### src/rtl/fifo_arb_pkg.sv
// Shared types and helpers for the top_fifo write-port arbiter.
package fifo_arb_pkg;

    localparam int DATA_W_DEF = 36;

    typedef enum logic {IDLE, BURST} arb_state_t;

    // Cyclic successor of a round-robin pointer; nreq need not be a power of 2.
    function automatic int next_rr(input int ptr, input int nreq);
        return (ptr + 1 >= nreq) ? 0 : ptr + 1;
    endfunction

endpackage

### src/rtl/rr_pick.sv
// Round-robin picker: first asserted request strictly after ptr, cyclically.
module rr_pick
    import fifo_arb_pkg::*;
#(
    parameter  int NREQ  = 4,
    localparam int PTR_W = $clog2(NREQ)
) (
    input  logic [NREQ-1:0]  req,
    input  logic [PTR_W-1:0] ptr,
    output logic             found,
    output logic [PTR_W-1:0] idx
);

    int                  start_idx;
    int                  cand;
    logic [2*NREQ-1:0]   dbl;
    logic [NREQ-1:0]     rotated;

    // Rotate so bit 0 is the highest-priority request, find-first, then unrotate.
    assign start_idx = next_rr(int'(ptr), NREQ);
    assign dbl       = {req, req} >> start_idx;
    assign rotated   = dbl[NREQ-1:0];

    always_comb begin
        found = 1'b0;
        idx   = '0;
        cand  = 0;
        for (int k = 0; k < NREQ; k++) begin
            if (!found && rotated[k]) begin
                found = 1'b1;
                cand  = start_idx + k;
                if (cand >= NREQ) cand = cand - NREQ;
                idx   = PTR_W'(cand);
            end
        end
    end

endmodule

### src/rtl/fifo_wr_arbiter.sv
// Round-robin, burst-bounded arbiter sharing one top_fifo write port among NREQ producers.
module fifo_wr_arbiter
    import fifo_arb_pkg::*;
#(
    parameter  int NREQ        = 4,
    parameter  int DATA_W      = DATA_W_DEF,
    parameter  int MAX_BURST   = 4,
    parameter  int HF_THROTTLE = 1,
    localparam int PTR_W       = $clog2(NREQ)
) (
    input  logic              clk,
    input  logic              reset,
    input  logic [NREQ-1:0]   req_valid,
    input  logic [DATA_W-1:0] req_data [NREQ],
    output logic [NREQ-1:0]   req_ready,
    input  logic              full,
    input  logic              half_full,
    output logic              WE,
    output logic [DATA_W-1:0] write_data,
    output logic [PTR_W-1:0]  grant_id,
    output logic              busy
);

    arb_state_t       state;
    logic [3:0]       beat_cnt;
    logic [3:0]       beat_nxt;
    logic [3:0]       quota;
    logic [PTR_W-1:0] rr_ptr;
    logic [PTR_W-1:0] pick_idx;
    logic [PTR_W-1:0] sel;
    logic             pick_found;
    logic             active;
    logic             accept;

    rr_pick #(.NREQ(NREQ)) u_pick (
        .req   (req_valid),
        .ptr   (rr_ptr),
        .found (pick_found),
        .idx   (pick_idx)
    );

    assign quota    = (HF_THROTTLE != 0 && half_full) ? 4'd1 : 4'(MAX_BURST);
    assign beat_nxt = beat_cnt + 4'd1;
    assign sel      = (state == BURST) ? grant_id : pick_idx;

    // Gating with reset keeps the write port silent while reset is held, even with valid inputs.
    assign active   = reset && ((state == BURST) || pick_found);
    assign accept   = active && req_valid[sel] && !full;

    always_comb begin
        req_ready = '0;
        if (active && !full) req_ready[sel] = 1'b1;
    end

    assign WE         = accept;
    assign write_data = accept ? req_data[sel] : '0;
    assign busy       = (state == BURST);

    always_ff @(posedge clk or negedge reset) begin
        if (!reset) begin
            state    <= IDLE;
            rr_ptr   <= PTR_W'(NREQ - 1);
            beat_cnt <= 4'd0;
            grant_id <= '0;
        end else begin
            case (state)
                IDLE: begin
                    if (pick_found) begin
                        grant_id <= pick_idx;
                        beat_cnt <= accept ? 4'd1 : 4'd0;
                        // Ownership locks even when full blocks the first beat.
                        if (accept && quota == 4'd1) rr_ptr <= pick_idx;
                        else                         state  <= BURST;
                    end
                end
                BURST: begin
                    if (!req_valid[grant_id]) begin
                        state  <= IDLE;
                        rr_ptr <= grant_id;
                    end else if (accept) begin
                        beat_cnt <= beat_nxt;
                        // >= also covers a quota that dropped below the count mid-burst.
                        if (beat_nxt >= quota) begin
                            state  <= IDLE;
                            rr_ptr <= grant_id;
                        end
                    end
                end
                default: state <= IDLE;
            endcase
        end
    end

endmodule

### config.mk
export PLATFORM = sky130hd
export DESIGN_NAME = fifo_wr_arbiter
export DESIGN_NICKNAME = d
export VERILOG_FILES = /design/src/rtl/fifo_arb_pkg.sv /design/src/rtl/rr_pick.sv /design/src/rtl/fifo_wr_arbiter.sv
export SDC_FILE = /design/constraint.sdc
export NUM_CORES = 1
export LEC_CHECK = 0
export CAP_MARGIN = 15
export CORE_UTILIZATION = 37
export CTS_CLUSTER_SIZE = 16
export DETAILED_ROUTE_END_ITERATION = 10
export PLACE_DENSITY = 0.89
export SKIP_LAST_GASP = 1
export SYNTH_ARGS = -nofsm -noshare
export SYNTH_HDL_FRONTEND = slang
export SYNTH_SLANG_ARGS = --single-unit
### constraint.sdc
create_clock -name clk -period 9.5 [get_ports clk]
set_clock_uncertainty 0.1 [all_clocks]
set_input_delay 1.9 -clock clk [delete_from_list [all_inputs] [get_ports clk]]
set_output_delay 1.9 -clock clk [all_outputs]
set_load 0.01 [all_outputs]
==> results of run 1 <==
-- metrics by stage --
| step | setup slack, ns | hold WS (ns) | power, mW | cell area [um^2] | instances |
|---|---|---|---|---|---|
| floorplan | 3.54 | 0.346 | 0.987 | 2450 | 283 |
| detailed placement | 1.53 | 0.382 | 1.33 | 4380 | 532 |
| global placement | 1.65 | 0.366 | 1.31 | 4380 | 532 |
| global route | 1.26 | 0.409 | 1.48 | 4430 | 536 |
| finish | 1.49 | 0.385 | 1.38 | 4430 | 536 |
| CTS | 1.53 | 0.391 | 1.38 | 4430 | 536 |
-- cell families after synthesis --
group / count (synthesis)
AOI/OAI and AO/OA: 67
xor gates and xnor gates: 6
adders and majority gates: 4
buffers and inverters: 36
DFF: 9
muxes: 77
and+or+nand+nor: 84
-- synthesized netlist by cell type (all sizes together) (2+ instances only) --
master,instances
a21o,2
a22o,3
nand2,8
dfstp,2
nor2,46
o21a,2
inv,9
nand2b,3
nor4b,3
a211oi,37
xnor2,2
ha,4
xor2,4
mux2,38
o22ai,3
and3b,2
clkbuf,4
nor2b,4
dfrtp,7
o21ai,7
nor4,2
nor3,3
a31o,2
nand3,2
nor3b,4
buf,23
mux2i,38
-- critical path, stage by stage --
cell and delay [ns]:
clkdlybuf4s50_1 0.63, or4b_4 0.62, nand2_1 0.08, a31o_1 0.16
a21oi_1 0.07, or2_1 0.29, mux2i_4 0.64, buf_4 0.47
mux2_2 0.38, nor2_1 0.14, a211oi_2 0.07, clkdlybuf4s50_1 0.53
-- registers in the layout, indices dropped and copies added (netlist names) --
name,flops
grant_id,2
beat_cnt,4
busy,1
rr_ptr,2
-- path summary, 6_finish.rpt --
check	start	to
max reg2reg	rr_ptr[0]	rr_ptr[0]
max in group asynchronous	reset	rr_ptr[1]
min	rr_ptr[1]	rr_ptr[1]
max	req_valid[1]	write_data[29]
min reg2reg	rr_ptr[1]	rr_ptr[1]
min in group asynchronous	reset	busy
-- metal layers --
| layer | part of all wire | routed length (um) | vias up | global-route usage |
|---|---|---|---|---|
| li1 | - | - | 1410 | - |
| met1 | 0.40 | 3740 | 1324 | 0.304 |
| met3 | 0.060 | 551 | 24 | 0.0358 |
| met5 | 0 | 0 | - | 0 |
| met2 | 0.51 | 4720 | 149 | 0.484 |
| met4 | 0.025 | 229 | 0 | 0.0784 |
-- final cells by class --
class	count	share of cell area
Sequential cell	9	0.0514
Timing Repair Buffer	199	0.453
Inverter	9	0.00763
Multi-Input combinational cell	238	0.456
Tap cell	77	0.0218
Clock buffer	4	0.0102
-- report_power, final --
group          switching [mW]  internal (mW)
Sequential             0.0306         0.0579
Combinational           0.630          0.614
Clock                  0.0153         0.0293
==> flow_summary.json, run 1 <==
{
  "tightest_slew_ns": 0.838,
  "hpwl_um": 7410,
  "final_cell_mix": "clkdlybuf4s50_1 (195), nor2_1 (45), mux2i_1 (37), mux2_2 (29), a211oi_2 (26)",
  "io_pins": 196,
  "synth_mux_area_frac": 0.344,
  "via_per_inst": 5.42,
  "regArea_um2": 228,
  "slew_headroom": 0.441,
  "start_kind": "input port",
  "wl_um": 9240,
  "synth_edf_count": 0,
  "ys.warnings.count": 0,
  "cap_violations": 0,
  "fmax_mhz": 125,
  "grt_pass1_wl_um": 14700,
  "final_common_cell": "clkdlybuf4s50_1",
  "numCtsBuffers": 3,
  "syn-cell-area_mm2": 0.00245,
  "drc": 0,
  "synth_top_area_frac": 0.151,
  "synthTopCellsByArea": "mux2i_1 (15%), mux2_2 (13%), a211oi_2 (13%)",
  "clock_latency_ns": 0.23,
  "synth_seq_cells": 9,
  "cts_root_buffer": "clkbuf_8",
  "critPathArrivalTime_ns": 6.01,
  "antenna_found_initial": 0,
  "path_class": "input port to output pin",
  "gp_congestion": 0.890,
  "num_rows": 29,
  "cts_sinks": 9,
  "nets": 616,
  "core_mm2": 0.00639,
  "die_x_um": 83.4,
  "drive_gt1_frac": 0.159,
  "peakVddDrop_uv": 242,
  "hold_violations": 0,
  "overflow": 0,
  "syn_avg_cell_area_um2": 8.65,
  "report.final.setup_viol": 0,
  "cts_resized": 0,
  "postSynth.asyncResetShare": 1.00,
  "grt_max_degree": 42,
  "postCtsSetupRepairBufs": 0,
  "setup_tns_ns": 0,
  "multi_input_area_mm2": 0.00202,
  "grt_use_total": 0.260,
  "cts_tree": "built",
  "synth_cell_types": 56,
  "final-max-slew-violation-count": 0,
  "status": "complete, no violations",
  "synth_simple_gate_area_frac": 0.170,
  "wl_per_cell_um": 17.2,
  "die_area_mm2": 0.00695,
  "final_core_util": 0.694,
  "synthAdderAreaFrac": 0.0204,
  "first_pass_iters": 4,
  "synth-xor-area-share": 0.0215,
  "synth_top_family_by_area": "multiplexers",
  "ant_nets": 0,
  "ctsHoldBuffers": 0,
  "port_buffers": 195,
  "synth_flop_cell": "dfrtp_1",
  "synth_compound_area_frac": 0.265,
  "cts-htree-levels": 1,
  "grt_pass1_vias": 2900,
  "syn-num-nets": 439,
  "yosysSeqAreaShare": 0.0930,
  "end_kind": "output pin",
  "syn2layout_area_growth_pct": 80.9,
  "p_per_area_mw_per_mm2": 311,
  "netlist_instances": 283,
  "finalCriticalPeriod_ns": 8.01,
  "reg2reg_slack_ns": 5.09,
  "cts_buffer_depth": 2,
  "yosysTopAreaCell": "mux2i_1",
  "rsz0062_at_grt": "false",
  "path_max_fanout": 25,
  "num_vias": 2907,
  "antenna_cells": 0,
  "p_leak_nw": 1.75,
  "finalCritPeriodShare": 0.843,
  "worstHoldPathType": "flip-flop to flip-flop",
  "nFillCells": 500,
  "path_clk_slew_ns": 0.04,
  "crit_required_ns": 7.50,
  "hold_path_depth": 2,
  "drtIter0Drc": 111,
  "start_util": 0.383,
  "dieHeight_um": 83.4,
  "reg2reg_depth": 11
}
Note: power is estimated with default switching activity, not from simulation.
==> run 2, diff against run 1 <==
CORE_UTILIZATION = 31   (was 37)
PLACE_DENSITY = 0.8   (was 0.89)
clock period = 7.1 ns   (was 9.5 ns; I/O delays follow)
==> run 2 against run 1 <==
  * First-iteration DRC count up 3.6%
  * Via count shrank 2.0%
  * Critical path type unchanged
  * Hold slack lost 0.019 ns
  * Wire length is 8.3% lower
  * Register-to-register slack got worse by 1.6 ns
  * Clock-buffer cell count unchanged
  * Global-route usage is 6.2 points lower
==> flow_summary.json, run 2 (same netlist as run 1, synthesis figures left out) <==
{
  "dieHeight_um": 90.9,
  "slew_headroom": 0.602,
  "gp_congestion": 0.836,
  "reg2reg_depth": 10,
  "grt_max_degree": 46,
  "cts_buffer_depth": 2,
  "finalCriticalPeriod_ns": 6.47,
  "largestRegisters": "beat_cnt x4, grant_id x2, rr_ptr x2",
  "die_x_um": 90.9,
  "tightest_slew_ns": 0.592,
  "worstHoldPathType": "flip-flop to flip-flop",
  "placed_area_mm2": 0.00445,
  "via_per_inst": 5.03,
  "postCtsSetupRepairBufs": 0,
  "setup_tns_ns": 0,
  "antenna_found_initial": 0,
  "wl_um": 8470,
  "critPathArrivalTime_ns": 4.95,
  "cts_root_buffer": "clkbuf_8",
  "p_seq_frac": 0.064,
  "final-max-slew-violation-count": 0,
  "first_pass_iters": 6,
  "final_common_cell": "clkdlybuf4s50_1",
  "final_cell_mix": "clkdlybuf4s50_1 (195), nor2_1 (45), mux2i_1 (37), mux2_2 (29), a211oi_2 (26)",
  "path_class": "input port to output pin",
  "nets": 621,
  "cts_tree": "built",
  "p_int_uw": 960,
  "crit_required_ns": 5.58,
  "rsz0062_at_grt": "false",
  "grt_pass1_vias": 2889,
  "die_area_mm2": 0.00826,
  "p_sw_uw": 896,
  "port_buffers": 195,
  "start_kind": "input port",
  "num_vias": 2848,
  "drive_gt1_frac": 0.168,
  "hold_violations": 0,
  "clock_latency_ns": 0.24,
  "cts_resized": 0,
  "finalCritPeriodShare": 0.911,
  "drtIter0Drc": 115,
  "clock_power_share": 0.033,
  "hold_path_depth": 2,
  "num_rows": 32,
  "stdcell_area_mm2": 0.00450,
  "ant_nets": 0,
  "start_util": 0.319,
  "wl_per_cell_um": 15.0,
  "path_max_fanout": 21,
  "cap_violations": 0,
  "regMostFlops": "beat_cnt",
  "path_clk_slew_ns": 0.05,
  "cts_sinks": 9,
  "status": "complete, no violations",
  "numCtsBuffers": 3,
  "grt_use_total": 0.197,
  "drc": 0,
  "largest_reg_flops": 4,
  "grt_pass1_wl_um": 13400,
  "antenna_cells": 0,
  "end_kind": "output pin",
  "ctsHoldBuffers": 0,
  "peakVddDrop_uv": 362,
  "p_leak_nw": 1.77,
  "core_mm2": 0.00769,
  "io_pins": 196,
  "hpwl_um": 6940,
  "cts-htree-levels": 1,
  "syn2layout_area_growth_pct": 83.7,
  "combinationalPowerShare": 0.904,
  "report.final.setup_viol": 0,
  "fmax_mhz": 155,
  "swShare": 0.483,
  "overflow": 0,
  "p_per_area_mw_per_mm2": 413
}
run 2: changes by cell type in the layout (fill, tap and decap cells not counted):
cell / before / now
buf_4: 2 / 7
run 2: power by group through the flow:
stage / Sequential [mW] / Clock, mW / Combinational, mW
floorplan: 0.101 / 0 / 1.22
global placement: 0.118 / 0 / 1.66
detailed placement: 0.119 / 0 / 1.69
CTS: 0.118 / 0.0644 / 1.70
global route: 0.123 / 0.0674 / 1.81
finish: 0.118 / 0.0611 / 1.68
run 2: area by class of cell:
class	count	area, um^2
clock buffer	4	45.0
sequential	9	228
timing repair buffer	204	2040
multi-input combinational	238	2020
fill	696	3190
inverter	9	33.8
tap	102	128
run 2: final timing paths:
kind                                  to         start  slack, ns
min                            rr_ptr[1]     rr_ptr[1]       0.37
max in group asynchronous      rr_ptr[1]         reset       5.17
min in group asynchronous    beat_cnt[0]         reset       1.40
max                        write_data[4]  req_valid[0]       0.63
min reg2reg                    rr_ptr[1]     rr_ptr[1]       0.37
max reg2reg                    rr_ptr[0]     rr_ptr[0]       3.53
run 2: metal layers:
layer / track usage / routed length, um / vias up
met2: 0.376 / 4410 / 107
met1: 0.215 / 3280 / 1307
met5: 0 / 0 / -
met3: 0.0455 / 624 / 13
li1: - / - / 1421
met4: 0.0569 / 159 / 0
run 2: metrics by stage:
step / util / hold WS [ns] / std cells / total power, mW / setup WS (ns)
after floorplan: - / 0.346 / 283 / 1.32 / 2.10
after global placement: 0.579 / 0.357 / 562 / 1.78 / 0.719
after detailed placement: 0.579 / 0.360 / 562 / 1.81 / 0.593
after CTS: 0.585 / 0.369 / 566 / 1.88 / 0.588
after global routing: 0.585 / 0.409 / 566 / 2.00 / 0.348
final: 0.585 / 0.366 / 566 / 1.86 / 0.631
run 2: worst max-delay path: stages:
cell	delay, ns
clkdlybuf4s50_1	0.72
mux2_1	0.36
a211o_1	0.28
a31o_1	0.20
a21oi_1	0.23
or2_1	0.21
mux2i_4	0.11
buf_4	0.26
mux2_2	0.25
nor2_1	0.04
a211oi_1	0.27
clkdlybuf4s50_1	0.59
